===== src/rtl/rv_ctrl_pkg.sv =====
// Shared RV32I decode encodings and the packed per-lane control bundle.
// No logic of its own; used by rv32_decode_lane and decode_stage.
// Bundle layout: bit 26 illegal, [25:21] alu_op, then single-bit fields.
package rv_ctrl_pkg;

  localparam int CTRL_W = 27;

  // ALU operations
  localparam logic [4:0] ALU_ADD    = 5'b00000;
  localparam logic [4:0] ALU_SUB    = 5'b00001;
  localparam logic [4:0] ALU_SLL    = 5'b00010;
  localparam logic [4:0] ALU_SLT    = 5'b00011;
  localparam logic [4:0] ALU_SLTU   = 5'b00100;
  localparam logic [4:0] ALU_XOR    = 5'b00101;
  localparam logic [4:0] ALU_SRL    = 5'b00110;
  localparam logic [4:0] ALU_SRA    = 5'b00111;
  localparam logic [4:0] ALU_OR     = 5'b01000;
  localparam logic [4:0] ALU_AND    = 5'b01001;
  localparam logic [4:0] ALU_SRC1   = 5'b01010;
  localparam logic [4:0] ALU_MUL    = 5'b10011;
  localparam logic [4:0] ALU_MULH   = 5'b10100;
  localparam logic [4:0] ALU_MULHSU = 5'b10101;
  localparam logic [4:0] ALU_MULHU  = 5'b10110;
  localparam logic [4:0] ALU_DIV    = 5'b10111;
  localparam logic [4:0] ALU_DIVU   = 5'b11000;
  localparam logic [4:0] ALU_REM    = 5'b11001;
  localparam logic [4:0] ALU_REMU   = 5'b11010;

  // Major opcodes, inst[6:2]
  localparam logic [4:0] OPC_LOAD   = 5'h00;
  localparam logic [4:0] OPC_OPIMM  = 5'h04;
  localparam logic [4:0] OPC_AUIPC  = 5'h05;
  localparam logic [4:0] OPC_STORE  = 5'h08;
  localparam logic [4:0] OPC_OP     = 5'h0C;
  localparam logic [4:0] OPC_LUI    = 5'h0D;
  localparam logic [4:0] OPC_BRANCH = 5'h18;
  localparam logic [4:0] OPC_JALR   = 5'h19;
  localparam logic [4:0] OPC_JAL    = 5'h1B;
  localparam logic [4:0] OPC_SYSTEM = 5'h1C;

  typedef struct packed {
    logic       illegal;
    logic [4:0] alu_op;
    logic       reg_write;
    logic       alu_src0;
    logic       alu_src1;
    logic       mem_read;
    logic       mem_to_reg;
    logic       mem_write;
    logic       ls_byte;
    logic       ls_half;
    logic       load_unsigned;
    logic       u_type;
    logic [5:0] br;      // {bgeu,bltu,bge,blt,bne,beq}
    logic       jal;
    logic       jalr;
    logic       ecall;
    logic       ebreak;
    logic       mret;
  } ctrl_t;

  // Integer ALU op from funct3; alt selects SUB/SRA where it applies.
  function automatic logic [4:0] alu_from_funct3(input logic [2:0] f3, input logic alt);
    alu_from_funct3 = ALU_ADD;
    case (f3)
      3'd0: alu_from_funct3 = alt ? ALU_SUB : ALU_ADD;
      3'd1: alu_from_funct3 = ALU_SLL;
      3'd2: alu_from_funct3 = ALU_SLT;
      3'd3: alu_from_funct3 = ALU_SLTU;
      3'd4: alu_from_funct3 = ALU_XOR;
      3'd5: alu_from_funct3 = alt ? ALU_SRA : ALU_SRL;
      3'd6: alu_from_funct3 = ALU_OR;
      default: alu_from_funct3 = ALU_AND;
    endcase
  endfunction

  // Multiply/divide ALU op from funct3.
  function automatic logic [4:0] alu_m_op(input logic [2:0] f3);
    alu_m_op = ALU_MUL;
    case (f3)
      3'd0: alu_m_op = ALU_MUL;
      3'd1: alu_m_op = ALU_MULH;
      3'd2: alu_m_op = ALU_MULHSU;
      3'd3: alu_m_op = ALU_MULHU;
      3'd4: alu_m_op = ALU_DIV;
      3'd5: alu_m_op = ALU_DIVU;
      3'd6: alu_m_op = ALU_REM;
      default: alu_m_op = ALU_REMU;
    endcase
  endfunction

endpackage


===== src/rtl/rv32_decode_lane.sv =====
// Purpose: combinational RV32I decode of one instruction into a ctrl_t bundle.
// Latency: 0 cycles (pure combinational).
// Backpressure: none; RV32M_DECODE_EN enables the OP funct7=0000001 encodings.
module rv32_decode_lane
  import rv_ctrl_pkg::*;
(
  input  logic [31:0] inst,
  output ctrl_t       ctrl
);

  logic [4:0] opc;
  logic [2:0] f3;
  logic [6:0] f7;
  logic       ill;
  ctrl_t      dec;

  assign opc = inst[6:2];
  assign f3  = inst[14:12];
  assign f7  = inst[31:25];

  // Decode fields; any illegal encoding collapses the bundle to just the illegal flag.
  always_comb begin
    dec  = '0;
    ill  = 1'b0;
    ctrl = '0;
    if (inst[1:0] != 2'b11) begin
      ill = 1'b1;
    end else begin
      case (opc)
        OPC_OP: begin
          if (f7 == 7'b0000000 || f7 == 7'b0100000) begin
            dec.reg_write = 1'b1;
            dec.alu_op    = alu_from_funct3(f3, inst[30]);
          end
`ifdef RV32M_DECODE_EN
          else if (f7 == 7'b0000001) begin
            dec.reg_write = 1'b1;
            dec.alu_op    = alu_m_op(f3);
          end
`endif
          else begin
            ill = 1'b1;
          end
        end
        OPC_OPIMM: begin
          dec.reg_write = 1'b1;
          dec.alu_src1  = 1'b1;
          dec.alu_op    = alu_from_funct3(f3, inst[30] & (f3 == 3'd5));
        end
        OPC_LOAD: begin
          dec.reg_write  = 1'b1;
          dec.alu_src1   = 1'b1;
          dec.mem_read   = 1'b1;
          dec.mem_to_reg = 1'b1;
          dec.alu_op     = ALU_ADD;
          case (f3)
            3'd0: dec.ls_byte = 1'b1;
            3'd1: dec.ls_half = 1'b1;
            3'd2: begin end
            3'd4: begin dec.ls_byte = 1'b1; dec.load_unsigned = 1'b1; end
            3'd5: begin dec.ls_half = 1'b1; dec.load_unsigned = 1'b1; end
            default: ill = 1'b1;
          endcase
        end
        OPC_STORE: begin
          dec.mem_write = 1'b1;
          dec.alu_src1  = 1'b1;
          dec.alu_op    = ALU_ADD;
          case (f3)
            3'd0: dec.ls_byte = 1'b1;
            3'd1: dec.ls_half = 1'b1;
            3'd2: begin end
            default: ill = 1'b1;
          endcase
        end
        OPC_BRANCH: begin
          case (f3)
            3'd0: dec.br = 6'b000001;
            3'd1: dec.br = 6'b000010;
            3'd4: dec.br = 6'b000100;
            3'd5: dec.br = 6'b001000;
            3'd6: dec.br = 6'b010000;
            3'd7: dec.br = 6'b100000;
            default: ill = 1'b1;
          endcase
        end
        OPC_LUI: begin
          dec.reg_write = 1'b1;
          dec.alu_src1  = 1'b1;
          dec.u_type    = 1'b1;
          dec.alu_op    = ALU_SRC1;
        end
        OPC_AUIPC: begin
          dec.reg_write = 1'b1;
          dec.alu_src0  = 1'b1;
          dec.alu_src1  = 1'b1;
          dec.u_type    = 1'b1;
          dec.alu_op    = ALU_ADD;
        end
        OPC_JAL: begin
          dec.reg_write = 1'b1;
          dec.jal       = 1'b1;
        end
        OPC_JALR: begin
          dec.reg_write = 1'b1;
          dec.jalr      = 1'b1;
        end
        OPC_SYSTEM: begin
          if (f3 == 3'd0 && inst[19:7] == 13'd0) begin
            case (inst[31:20])
              12'h000: dec.ecall  = 1'b1;
              12'h001: dec.ebreak = 1'b1;
              12'h302: dec.mret   = 1'b1;
              default: ill = 1'b1;
            endcase
          end else begin
            ill = 1'b1;
          end
        end
        default: ill = 1'b1;
      endcase
    end
    if (ill) begin
      ctrl.illegal = 1'b1;
    end else begin
      ctrl = dec;
    end
  end

endmodule


===== src/rtl/decode_stage.sv =====
// Purpose: registered LANES-wide RV32I decode stage with 2-entry skid, flush and lane counter.
// Latency: 1 cycle from input handshake to out_valid.
// Backpressure: in_ready = !skid_full (registered); RV32M_DECODE_EN enables M-extension decode.
module decode_stage
  import rv_ctrl_pkg::*;
#(
  parameter int LANES = 1,
  parameter int CNT_W = 32
) (
  input  logic                    clk,
  input  logic                    rst,
  input  logic                    flush,
  input  logic                    in_valid,
  output logic                    in_ready,
  input  logic [LANES*32-1:0]     in_inst,
  input  logic [LANES*32-1:0]     in_pc,
  input  logic [LANES-1:0]        in_lane_vld,
  output logic                    out_valid,
  input  logic                    out_ready,
  output logic [LANES*CTRL_W-1:0] out_ctrl,
  output logic [LANES*32-1:0]     out_inst,
  output logic [LANES*32-1:0]     out_pc,
  output logic [LANES-1:0]        out_lane_vld,
  output logic [CNT_W-1:0]        dec_count
);

  logic [LANES*CTRL_W-1:0] in_ctrl;
  logic                    skid_vld;
  logic [LANES*CTRL_W-1:0] skid_ctrl;
  logic [LANES*32-1:0]     skid_inst;
  logic [LANES*32-1:0]     skid_pc;
  logic [LANES-1:0]        skid_lane_vld;
  logic                    accept;
  logic                    out_free;
  logic                    out_hs;
  logic [CNT_W-1:0]        lane_cnt;

  assign accept   = in_valid & in_ready;
  assign out_free = ~out_valid | out_ready;
  assign out_hs   = out_valid & out_ready;

  for (genvar g = 0; g < LANES; g++) begin : g_lane
    ctrl_t lane_ctrl;
    rv32_decode_lane u_dec (
      .inst (in_inst[32*g +: 32]),
      .ctrl (lane_ctrl)
    );
    assign in_ctrl[CTRL_W*g +: CTRL_W] = in_lane_vld[g] ? lane_ctrl : '0;
  end

  // Output register fed from skid first (older), else from the input; stalled accepts park in skid.
  always_ff @(posedge clk or posedge rst) begin
    if (rst) begin
      out_valid     <= 1'b0;
      in_ready      <= 1'b1;
      skid_vld      <= 1'b0;
      out_ctrl      <= '0;
      out_inst      <= '0;
      out_pc        <= '0;
      out_lane_vld  <= '0;
      skid_ctrl     <= '0;
      skid_inst     <= '0;
      skid_pc       <= '0;
      skid_lane_vld <= '0;
    end else if (flush) begin
      out_valid <= 1'b0;
      skid_vld  <= 1'b0;
      in_ready  <= 1'b1;
    end else if (out_free) begin
      in_ready <= 1'b1;
      if (skid_vld) begin
        out_valid    <= 1'b1;
        out_ctrl     <= skid_ctrl;
        out_inst     <= skid_inst;
        out_pc       <= skid_pc;
        out_lane_vld <= skid_lane_vld;
        skid_vld     <= 1'b0;
      end else if (accept) begin
        out_valid    <= 1'b1;
        out_ctrl     <= in_ctrl;
        out_inst     <= in_inst;
        out_pc       <= in_pc;
        out_lane_vld <= in_lane_vld;
      end else begin
        out_valid <= 1'b0;
      end
    end else if (accept) begin
      skid_vld      <= 1'b1;
      in_ready      <= 1'b0;
      skid_ctrl     <= in_ctrl;
      skid_inst     <= in_inst;
      skid_pc       <= in_pc;
      skid_lane_vld <= in_lane_vld;
    end
  end

  // Population count of valid lanes in the beat on the output.
  always_comb begin
    lane_cnt = '0;
    for (int i = 0; i < LANES; i++) begin
      lane_cnt = lane_cnt + CNT_W'(out_lane_vld[i]);
    end
  end

  // Delivered-lane counter; a flush cycle never counts even if out_ready is high.
  always_ff @(posedge clk or posedge rst) begin
    if (rst) begin
      dec_count <= '0;
    end else if (!flush && out_hs) begin
      dec_count <= dec_count + lane_cnt;
    end
  end

endmodule


===== config.mk =====
export PLATFORM = sky130hd
export DESIGN_NAME = decode_stage
export DESIGN_NICKNAME = d
export VERILOG_FILES = /design/src/rtl/rv_ctrl_pkg.sv /design/src/rtl/rv32_decode_lane.sv /design/src/rtl/decode_stage.sv
export SDC_FILE = /design/constraint.sdc
export NUM_CORES = 1
export LEC_CHECK = 0
export CORE_MARGIN = 5
export CORE_UTILIZATION = 34
export DETAILED_ROUTE_END_ITERATION = 16
export SYNTH_ARGS = -nofsm -noshare
export SYNTH_HDL_FRONTEND = slang
export SYNTH_SLANG_ARGS = --single-unit

===== constraint.sdc =====
create_clock -name clk -period 6.8 [get_ports clk]
set_clock_uncertainty 0.1 [all_clocks]
set_input_delay 0.68 -clock clk [delete_from_list [all_inputs] [get_ports clk]]
set_output_delay 0.68 -clock clk [all_outputs]
set_load 0.1 [all_outputs]

==> results.ini, run 1 <==
[pwr]
p_total_w=0.00393
power_leakage_nw=5.57
irDropWorstVdd_mv=0.180
powerDensity_mw_per_mm2=309

[floorplan]
dieWidth_um=179
pin_count=196
rows=61
core_area_sq_mm=0.0279
start_util_pct=34.6
die_h_um=179
dieArea_sq_mm=0.0319

[synthesis]
yosys_warnings=0
netlist_instances=994
synth-seq-cells=215
ys.flop_type=dfrtp_1
synth_mux_area_share_pct=6.86
synth-edff-count=0
synthesis.area_sq_mm=0.00967
yosysUniqueCellTypes=57
post-synth-top-area-cell=dfrtp_1
synth-compound-area-share_pct=9.85
synth_top_area_share_pct=55.4
synthSimpleGateAreaFrac_pct=21.5
synth.yosys.seq_area_share_pct=55.7
ys_async_sr_fraction_pct=100
synth.net_count=1066
synth-xor-area-share_pct=2.72
synth.top_cells.by_area=dfrtp_1 (55%), nand2_1 (12%), mux2i_1 (6.6%)
yosysMostFrequentCell=nand2_1
synthTopCellsByCount=nand2_1 (310), dfrtp_1 (214), o21ai_0 (85), mux2i_1 (64), clkbuf_1 (42)
synth_top_family_by_area=simple AND/OR/NAND/NOR gates
synthAdderAreaFrac_pct=0.259
avgSynthCellArea_sq_um=9.72

[clocking]
cts_buffer_depth=3
cts_setup_buffers=0
cts_tree=built
cts_root_buf=clkbuf_16
cts_resized=0
cts.sinks=215
htree_levels=1
holdBufCountCts=0
clock_latency_ns=0.52
cts_buffers=25
path_clk_slew_ns=0.05

[finish]
syn_to_final_growth_pct=31.4
utilization_pct=45.5
drive_gt1_share_pct=5.80
n_fill_cell=2681
n_antenna_cell=0
multiInputGateArea_sq_mm=0.00401
regArea_sq_mm=0.00539
layout.nets=1227

[detailed_routing]
met1_length_mm=11.7
dr.pass1.iters=4
routed_via_density=4.83
route.detailed.drc=0
finalWirelength_mm=25.9
detail_route.wl_per_cell_um=16.7
drt_iter0_drc=526
vias=7499
highest_layer=met5
route.met3.wl_mm=1.77
drtAntennaViolNets=0
met2WireLength_mm=11.8

[timing]
tightest_slew_ns=1.10
setup_tns_ns=0
hold_viol=0
whs_ns=0.366
slew_violations=0
period_minus_slack_ns=3.19
slew_headroom_pct=26.6
setup-violations-final=0
period_share_pct=46.9
grt_setup_unrepaired=false
fmaxAchievable_mhz=313
setup_ws_ns=3.61

[global_route]
grt_pass1_wl_mm=41.0
grt_usage_pct=15.8
antenna_found_initial=1
grt_overflow=0
grt_pass1_vias=7347
grt_start_max_net_pins=107

[critical_path]
startpoint=in_inst[5]
r2r_start=skid_vld
critPathCaptureType=flip-flop
crit_type=primary input to flip-flop
cp_max_fo=19
arrival_ns=3.48
cp.required_ns=7.08
start_kind=primary input

[placed_design]
dpl.hpwl_mm=17.2
io_buffers=194
gp_congestion=0.769
pre_cts_slack_ns=3.10

[min_path]
hp-class=flip-flop to flip-flop
hold_start=skid_ctrl[23]

[status]
status=finished, final reports clean

[run]
cap_violations=0

## placed cells by master, fill, tap and decap left out, types with 24 or more instances in the layout
cell and n:
a21oi_1 26, and3_1 29, clkbuf_16 25, clkdlybuf4s50_1 194
dfrtp_1 213, mux2i_1 64, nand2_1 310, nand3_1 26
o21ai_0 85, o31ai_1 24, xnor2_1 25
## flip-flops by register name (all words and copies together) (netlist names)
register,count
out_pc,32
skid_inst,32
skid_pc,32
skid_vld,1
out_inst,32
out_ctrl,25
dec_count,32
in_ready,1
out_lane_vld,1
skid_lane_vld,1
skid_ctrl,25
out_valid,1
## kinds of logic (layout without fill, tap and decap cells)
kind of cell,count (synthesis),after routing
compound gates,157,157
mux,66,66
simple gates,453,453
flops,215,215
fa+ha+maj,2,2
other cells,1,1
buf+inv,70,249
xor+xnor,30,30
## layout make-up
cell class                 instances  area share (%)
clock inverter                     9           0.660
inverter                           3           0.148
sequential                       215            42.4
clock buffer                      36            5.80
tap                              378            3.72
timing repair buffer             201            15.7
multi-input combinational        709            31.5
## worst max-delay path, cell delays in order
cell,delay (ns)
clkdlybuf4s50_1,0.98
nor3b_4,0.42
a21oi_1,0.16
a31oi_4,0.50
nand3_4,0.29
o41ai_1,0.41
## where the power goes
part           switching (W)  leakage (nW)  internal, W
clock network       0.000533         0.406     0.000790
logic               0.000803          2.37     0.000257
registers          0.0000955          2.80      0.00145
## final timing paths
path / endpoint / slack [ns] / depth (start not counted)
hold / removal: skid_ctrl[23] / 0.37 / 2
setup reg to reg: out_ctrl[4] / 3.62 / 6
hold reg to reg: skid_ctrl[23] / 0.37 / 2
setup / recovery: skid_ctrl[19] / 3.61 / 6
max in group asynchronous: out_inst[17] / 4.68 / 3
min in group asynchronous: out_inst[20] / 0.56 / 2
## routing by layer
metal	vias up	track usage [%]
met3	41	3.58
met4	2	4.06
met1	3557	22.4
met5	-	0
met2	189	24.6
li1	3710	-
## per-stage QoR
stage | instance area [sq um] | instances
final | 12700 | 1551
after global placement | 11900 | 1506
after CTS | 12700 | 1551
after detailed placement | 11900 | 1506
after global routing | 12700 | 1551
after floorplan | 9670 | 994
Power figures use the tool's default switching activity.
==> run 2: changes to the inputs <==
==> constraint.sdc (replaced) <==
create_clock -name clk -period 2.63 [get_ports clk]
set_clock_uncertainty 0.1 [all_clocks]
set_input_delay 0.263 -clock clk [delete_from_list [all_inputs] [get_ports clk]]
set_output_delay 0.263 -clock clk [all_outputs]
set_load 0.1 [all_outputs]
==> run 2 against run 1 <==
Compared with the run above: critical path depth is 3 higher; via count is 3.0% higher; sequential power grew to 2.6 times the previous value; register-to-register slack worse by 3.0 ns; core utilization is 0.73 points higher; flip-flop and latch count stayed put; clock-buffer cell count is 6 higher; sequential share of layout area is 0.67 points lower; critical path type unchanged; wire length is 2.8% higher; non-clock buffer count is 40 higher.
==> results.ini, run 2 (synthesized netlist as in run 1, its figures left out) <==
[pwr]
irDropWorstVdd_mv=0.537
p_total_w=0.0104
power_leakage_nw=6.06
powerDensity_mw_per_mm2=809

[clocking]
cts.sinks=215
path_clk_slew_ns=0.06
cts_setup_buffers=0
cts_buffer_depth=3
holdBufCountCts=0
clock_latency_ns=0.52
cts_root_buf=clkbuf_16
htree_levels=1
cts_resized=0
cts_buffers=26
cts_tree=built

[floorplan]
die_h_um=179
core_area_sq_mm=0.0279
start_util_pct=34.6
dieArea_sq_mm=0.0319
pin_count=196
rows=61
dieWidth_um=179

[min_path]
hp-class=primary input to async pin

[global_route]
grt_start_max_net_pins=97
grt_pass1_vias=7676
antenna_found_initial=1
grt_overflow=0
grt_pass1_wl_mm=42.4
grt_usage_pct=16.4

[finish]
drive_gt1_share_pct=19.2
most-common-layout-cells=nand2_1 (310), dfrtp_1 (213), buf_4 (161), o21ai_0 (85), clkdlybuf4s50_1 (69)
layout_commonest_cell=nand2_1
n_fill_cell=2690
utilization_pct=46.2
syn_to_final_growth_pct=33.5
n_antenna_cell=0
layout.nets=1268

[critical_path]
r2r_setup_slack_ns=0.58
cp_slowest_stage_delay_ns=0.46
r2r_start=in_ready
reg2reg_to=out_ctrl[9]
start_kind=primary input
path_buf_inv=4
cp_max_fo=10
path_delay_family=buffers and inverters
cp.required_ns=2.95
arrival_ns=2.37
cp_slowest_cell=clkdlybuf4s50_1
path_cells=clkdlybuf4s50_1 -> nor4_1 -> buf_4 -> nand4_1 -> o21bai_1 -> buf_4 -> nand3_4 -> buf_12 -> o31ai_1
r2r_cells=4
critPathCaptureType=flip-flop
crit_type=primary input to flip-flop
crit_top_cell=buf_4

[detailed_routing]
dr.pass1.iters=4
drtAntennaViolNets=0
routed_via_density=4.85
detail_route.wl_per_cell_um=16.7
finalWirelength_mm=26.6
route.detailed.drc=0
drt_iter0_drc=459
vias=7724

[timing]
setup_ws_ns=0.580
grt_setup_unrepaired=false
slew_headroom_pct=53.6
period_share_pct=77.9
fmaxAchievable_mhz=488
setup-violations-final=0
tightest_slew_ns=0.696
slew_violations=0
setup_tns_ns=0
hold_viol=0
period_minus_slack_ns=2.05

[placed_design]
gp_congestion=0.826
pre_cts_slack_ns=0.0407
dpl.hpwl_mm=18.5
io_buffers=194

[run]
cap_violations=0

[status]
status=finished, final reports clean

-- run 2: final cells by class --
cell class	instances	area [sq um]	share of cell area (%)
Tap cell	378	473	3.67
Inverter	3	15.0	0.116
Multi-Input combinational cell	709	4010	31.0
Clock buffer	42	832	6.45
Timing Repair Buffer	241	2120	16.4
Sequential cell	215	5390	41.7
Clock inverter	4	70.1	0.543
-- run 2: report_power, final --
group | switching [W] | internal (W) | total (W)
sequential | 0.000248 | 0.00374 | 0.00399
combinational | 0.00209 | 0.000640 | 0.00273
clock | 0.00137 | 0.00234 | 0.00371
-- run 2: worst max-delay path by stage --
stage,startpoint,endpoint,slack (ns),depth (start not counted)
2_1_floorplan,rst,dec_count[0],-0.53,1
3_3_place_gp,in_inst[23],skid_ctrl[10],0.11,9
3_5_place_dp,in_inst[23],skid_ctrl[10],0.04,9
4_1_cts,in_ready,out_ctrl[9],0.56,4
5_1_grt,in_inst[23],skid_ctrl[11],0.41,9
6_report,in_inst[23],out_ctrl[23],0.58,9
-- run 2: per-layer routing --
layer / global-route usage [%] / vias up / share of wire, %
met5: 0 / - / 0.041
met2: 26.4 / 184 / 46
li1: - / 3784 / -
met3: 3.77 / 48 / 6.1
met1: 22.4 / 3706 / 45
met4: 4.22 / 2 / 2.5
-- run 2: worst register-to-register path, stage by stage, from the launching register on --
cell,delay [ns]
dfstp_2,0.58
a21oi_1,0.14
or3_4,0.51
buf_12,0.22
o41ai_1,0.38
-- run 2: metrics by stage --
stage	hold slack, ns	instances	cell area, sq um
floorplan	0.226	994	9670
global placement	0.348	1546	12000
detailed placement	0.359	1546	12000
CTS	0.0482	1592	12900
global route	0.0874	1592	12900
finish	0.0623	1592	12900
==> run 3: changes to the inputs <==
==> constraint.sdc (replaced) <==
create_clock -name clk -period 2 [get_ports clk]
set_clock_uncertainty 0.1 [all_clocks]
set_input_delay 0.2 -clock clk [delete_from_list [all_inputs] [get_ports clk]]
set_output_delay 0.2 -clock clk [all_outputs]
set_load 0.1 [all_outputs]
==> run 3 against run 2 <==
Compared with the run above: the flow now finishes with violations (negative hold slack); sequential share of layout area down 1.7 points; register-to-register slack got worse by 0.48 ns; clock power grew 29%; largest power group unchanged; highest routed layer is now met4.
==> results.ini, run 3 (synthesized netlist as in run 1, its figures left out) <==
[detailed_routing]
vias=7910
routed_via_density=4.80
drtAntennaViolNets=0
finalWirelength_mm=27.1
route.detailed.drc=0
dr.pass1.iters=5
drt_iter0_drc=515
detail_route.wl_per_cell_um=16.4

[clocking]
cts_tree=built
cts.sinks=215
htree_levels=1
cts_buffers=25
clock_latency_ns=0.52
cts_buffer_depth=3
path_clk_slew_ns=0.06
cts_root_buf=clkbuf_16
holdBufCountCts=0

[timing]
slew_violations=0
tightest_slew_ns=0.510
fmaxAchievable_mhz=527
whs_ns=-0.00288
grt_setup_unrepaired=true
setup_tns_ns=0
setup-violations-final=0
period_share_pct=94.9
hold_viol=2
period_minus_slack_ns=1.90
slew_headroom_pct=66.0

[finish]
drive_gt1_share_pct=23.3
layout_commonest_cell=nand2_1
n_antenna_cell=0
layout.nets=1323
syn_to_final_growth_pct=39.2
instances_no_fill=1647
most-common-layout-cells=nand2_1 (310), dfrtp_1 (213), buf_4 (207), o21ai_0 (85), clkdlybuf4s50_1 (67)

[critical_path]
reg2reg_to=dec_count[27]
cp_slowest_cell=dfrtp_1
cp-endpoint=dec_count[27]
critical_path_depth=6
start_kind=flip-flop
path_buf_inv=1
r2r_cells=6
startpoint=dec_count[6]
r2r_setup_slack_ns=0.10
critPathCaptureType=flip-flop
cp_max_fo=6
crit_top_cell=nand3_1
r2r_start=dec_count[6]
cp.required_ns=2.29
cp_slowest_stage_delay_ns=0.41
path_delay_family=simple AND/OR/NAND/NOR gates
arrival_ns=2.19
crit_type=flip-flop to flip-flop
path_cells=and4_1 -> nand3_1 -> nor4b_2 -> buf_4 -> nand3_1 -> xnor2_1

[placed_design]
place_inst=1601
gp_congestion=0.796
dpl.hpwl_mm=19.2
io_buffers=194

[global_route]
grt_pass1_vias=7952
antenna_found_initial=0
grt_pass1_wl_mm=43.4
grt_overflow=0
grt_start_max_net_pins=90
grt_usage_pct=16.8

[floorplan]
core_area_sq_mm=0.0279
pin_count=196
dieWidth_um=179
dieArea_sq_mm=0.0319
rows=61
die_h_um=179
start_util_pct=34.6

[pwr]
powerDensity_mw_per_mm2=1020
irDropWorstVdd_mv=0.717
power_leakage_nw=6.37
p_total_w=0.0138

[run]
cap_violations=0

[min_path]
hp-class=primary input to flip-flop

[status]
violations=negative hold slack
status=complete, but fails checks

-- run 3: worst min-delay path, delay by kind of cell --
family | cells | cell delay (ns)
and+or+nand+nor | 2 | 0.08
buffers and inverters | 2 | 0.30
-- run 3: stage by stage --
stage	hold WS [ns]	setup WS [ns]	util (%)	area [sq um]
floorplan	0.164	-1.10	-	9670
global placement	0.352	-0.486	44.8	12500
detailed placement	0.360	-0.556	44.8	12500
CTS	0.0997	0.0148	48.0	13400
global route	0.0176	-0.0184	48.2	13500
finish	-0.00288	0.103	48.2	13500
-- run 3: metal layers --
metal	track usage (%)	up-vias	routed length, um
met4	3.97	0	540
li1	-	3907	-
met5	0	-	0
met2	27.4	183	12700
met1	23.0	3783	12200
met3	3.45	37	1660
-- run 3: cell type report --
class	count	area (sq um)
tap	378	473
sequential	215	5390
inverter	3	15.0
timing repair buffer	296	2650
fill	2693	14500
clock buffer	35	743
multi-input combinational	710	4050
clock inverter	10	134
-- run 3: what timing repair did --
action / 4_1_cts / 5_1_grt
setup endpoints to repair: 2 / 16
setup buffers: 0 / 0
pin swaps: 0 / 5
endpoints found under the hold margin: 0 / 0
gates resized for setup: 1 / 7
cloned: 0 / 1
-- run 3: worst min-delay path by stage --
stage                     slack (ns)          start       endpoint  cells after the start
after CTS                        0.1            rst     out_pc[15]                      3
after global routing            0.02    in_inst[25]  skid_inst[25]                      4
after global placement          0.35  skid_ctrl[22]  skid_ctrl[22]                      2
after floorplan                 0.16       in_valid       in_ready                      1
final                         -0.003    in_inst[25]  skid_inst[25]                      4
after detailed placement        0.36  skid_ctrl[12]  skid_ctrl[12]                      2
-- run 3: where the power goes --
group	leakage, nW	switching, W	total (W)	internal (W)
Clock	0.431	0.00184	0.00480	0.00297
Sequential	2.80	0.000329	0.00525	0.00492
Combinational	3.14	0.00278	0.00370	0.000920
==> RTL edit, RTL diff (config.mk and constraints of run 2) <==
The parameter `CNT_W` goes from 32 to 16.
--- a/src/rtl/decode_stage.sv
+++ b/src/rtl/decode_stage.sv
@@ -5,7 +5,7 @@
   import rv_ctrl_pkg::*;
 #(
   parameter int LANES = 1,
-  parameter int CNT_W = 32
+  parameter int CNT_W = 16
 ) (
   input  logic                    clk,
   input  logic                    rst,
Ports: changed (resized dec_count); port bits go from 196 to 180. No check against the original RTL was run, so the function may have changed too.
==> RTL edit against run 2 <==
- total power shrank 6.3%
- design area shrank 7.4%
- worst setup slack worse by 470 ps
- critical path depth down 2
- count of clock-buffer cells in the layout fell by 22
- synthesized area decreased by 7.2%
- combinational power grew 21%
- first-iteration DRC count rose by 31%
- maximum frequency decreased by 19%
- sequential share of layout area about the same
- highest routed layer is now met4
- wire length down 3.6%
- sequential cell count decreased by 16
==> RTL edit: results (changes against run 2) <==
- CP max stage cell: or4_1
- Final #Nets: 1248 (-1.6%)
- Hold Buf Count CTS: 1 (+1)
- Net count after synthesis: 1042 (-2.3%)
- Root Buffer: clkbuf_16
- CP max FO: 26 (+16)
- Final WL: 25.7 mm (-3.6%)
- Hold_sp: in_pc[7]
- Crit path DAT: 2740 ps (+370 ps)
- Flop pwr share: 39.1% (+0.8 points)
- I/O Buffers: 178 (-8.2%)
- Slowest stage delay, CP: 600 ps (+140 ps)
- Synth top area cells: dfrtp_1, nand2_1, mux2i_1
- Initial DRC Count: 600 (+31%)
- FF-to-FF End: out_ctrl[17]
- Fillers: 2499 (-7.1%)
- Psw: 4.04 mW (+8.7%)
- Drt via density: 4.97 (+2.4%)
- Clock Path Buffers: 2 (-1)
- Largest net degree at the start of global routing: 101 (+4.1%)
- Seq group: 3.82 mW (-4%)
- Hold Path Sink: skid_pc[7]
- Complex-gate fraction of the synthesized area: 10.1% (+0.21 points)
- Gpl congestion: 0.874 (+5.9%)
- Slew headroom: 60.9% (+7.3 points)
- Clock latency at the later pin of the worst-skew pair: 430 ps (-90 ps)
- Worst Hold Class: input pin to register
- Post-CTS Setup Bufs: 0 (unchanged)
- Post-Synth XOR/XNOR Area: 1.37% (-1.4 points)
- Total track usage: 17.4% (+1.0 points)
- CP top delay family: simple AND/OR/NAND/NOR gates
- FFs w/ async S/R, synth: 100% (unchanged)
- Share of cells above drive strength 1: 19.3% (+0.15 points)
- Vias in the first global route: 7401 (-3.6%)
- Mux contribution to synthesized area: 7.51% (+0.65 points)
- CTS Buf Count: 17 (-35%)
- Initial antenna violation count: 0 (-1)
- Clock slew at reported path FFs: 80 ps (+20 ps)
- Synth Area in Adders: 0.279% (+0.020 points)
- Post-CTS Resized: 0 (unchanged)
- First-pass DRT Iterations: 5 (+1)
- Status: complete, no violations
- Logic power comb: 3.29 mW (+21%)
- Worst Reg-to-Reg Cells: 5 (+1)
- Number of distinct library cells after synthesis: 48 (-16%)
- Peak VDD IR: 0.578 mV (+7.8%)
- H-tree Lvls: 4 (+3)
- Leakage: 5.53 nW (-8.7%)
- DP HPWL: 17.8 mm (-3.7%)
- Worst hold path depth: 3
- Sequential area share after synthesis: 55.6% (-0.11 points)
- FF-to-FF setup slack: 640 ps (+60 ps)
- List of most frequent post-synthesis cells: nand2_1, dfrtp_1, o21ai_0
- First-pass GRT wire length: 40.8 mm (-3.7%)
- Synth warnings: 0 (unchanged)
- Worst R2R Start: in_ready
-- RTL edit: cell types whose count changed after synthesis, sizes merged, moves of 10 or more --
cell           run 2  this run
a21oi             26        55
and3              30         9
buf               25        11
clkbuf            42        59
dfrtp            214       198
nor2              17        44
o31ai             24        14
xnor2             25        10
-- RTL edit: layout make-up --
cell class,instances,area (um^2),share of cell area [%]
multi-input combinational,695,3710,31.1
inverter,6,26.3,0.220
timing repair buffer,257,2200,18.5
clock inverter,12,144,1.21
sequential,199,4980,41.7
clock buffer,20,447,3.74
tap,335,419,3.51
-- RTL edit: worst max-delay path by stage --
stage / start / end / slack (ps) / cells past startpoint
after detailed placement: in_inst[26] / skid_ctrl[26] / -320 / 7
after global routing: in_inst[26] / out_ctrl[22] / 30 / 7
after CTS: in_inst[26] / skid_ctrl[26] / 140 / 7
final: in_inst[26] / skid_ctrl[26] / 110 / 7
after global placement: in_inst[26] / skid_ctrl[26] / -290 / 7
after floorplan: rst / dec_count[0] / -310 / 1
-- RTL edit: per-layer routing --
layer,GRT usage (%),share of wire [%],vias to the layer above
li1,-,-,3693
met1,23.8,45,3615
met2,27.0,45,229
met3,5.08,7.9,31
met4,4.92,1.9,0
met5,0,0,-
-- RTL edit: per-stage QoR --
step	setup slack (ps)	hold WS [ps]	TNS [ps]	instances	instance area, um^2
2_1_floorplan	-307	226	-60690	970	8970
3_3_place_gp	-289	355	-6570	1491	11300
3_5_place_dp	-319	362	-8560	1491	11300
4_1_cts	138	259	0	1524	11900
5_1_grt	25.3	266	0	1524	11900
6_report	109	273	0	1524	11900
-- RTL edit: tightest hold or removal path, cell delays in order --
cell             delay (ps)
clkdlybuf4s50_1         410
nand2_1                  60
nand2_1                  40
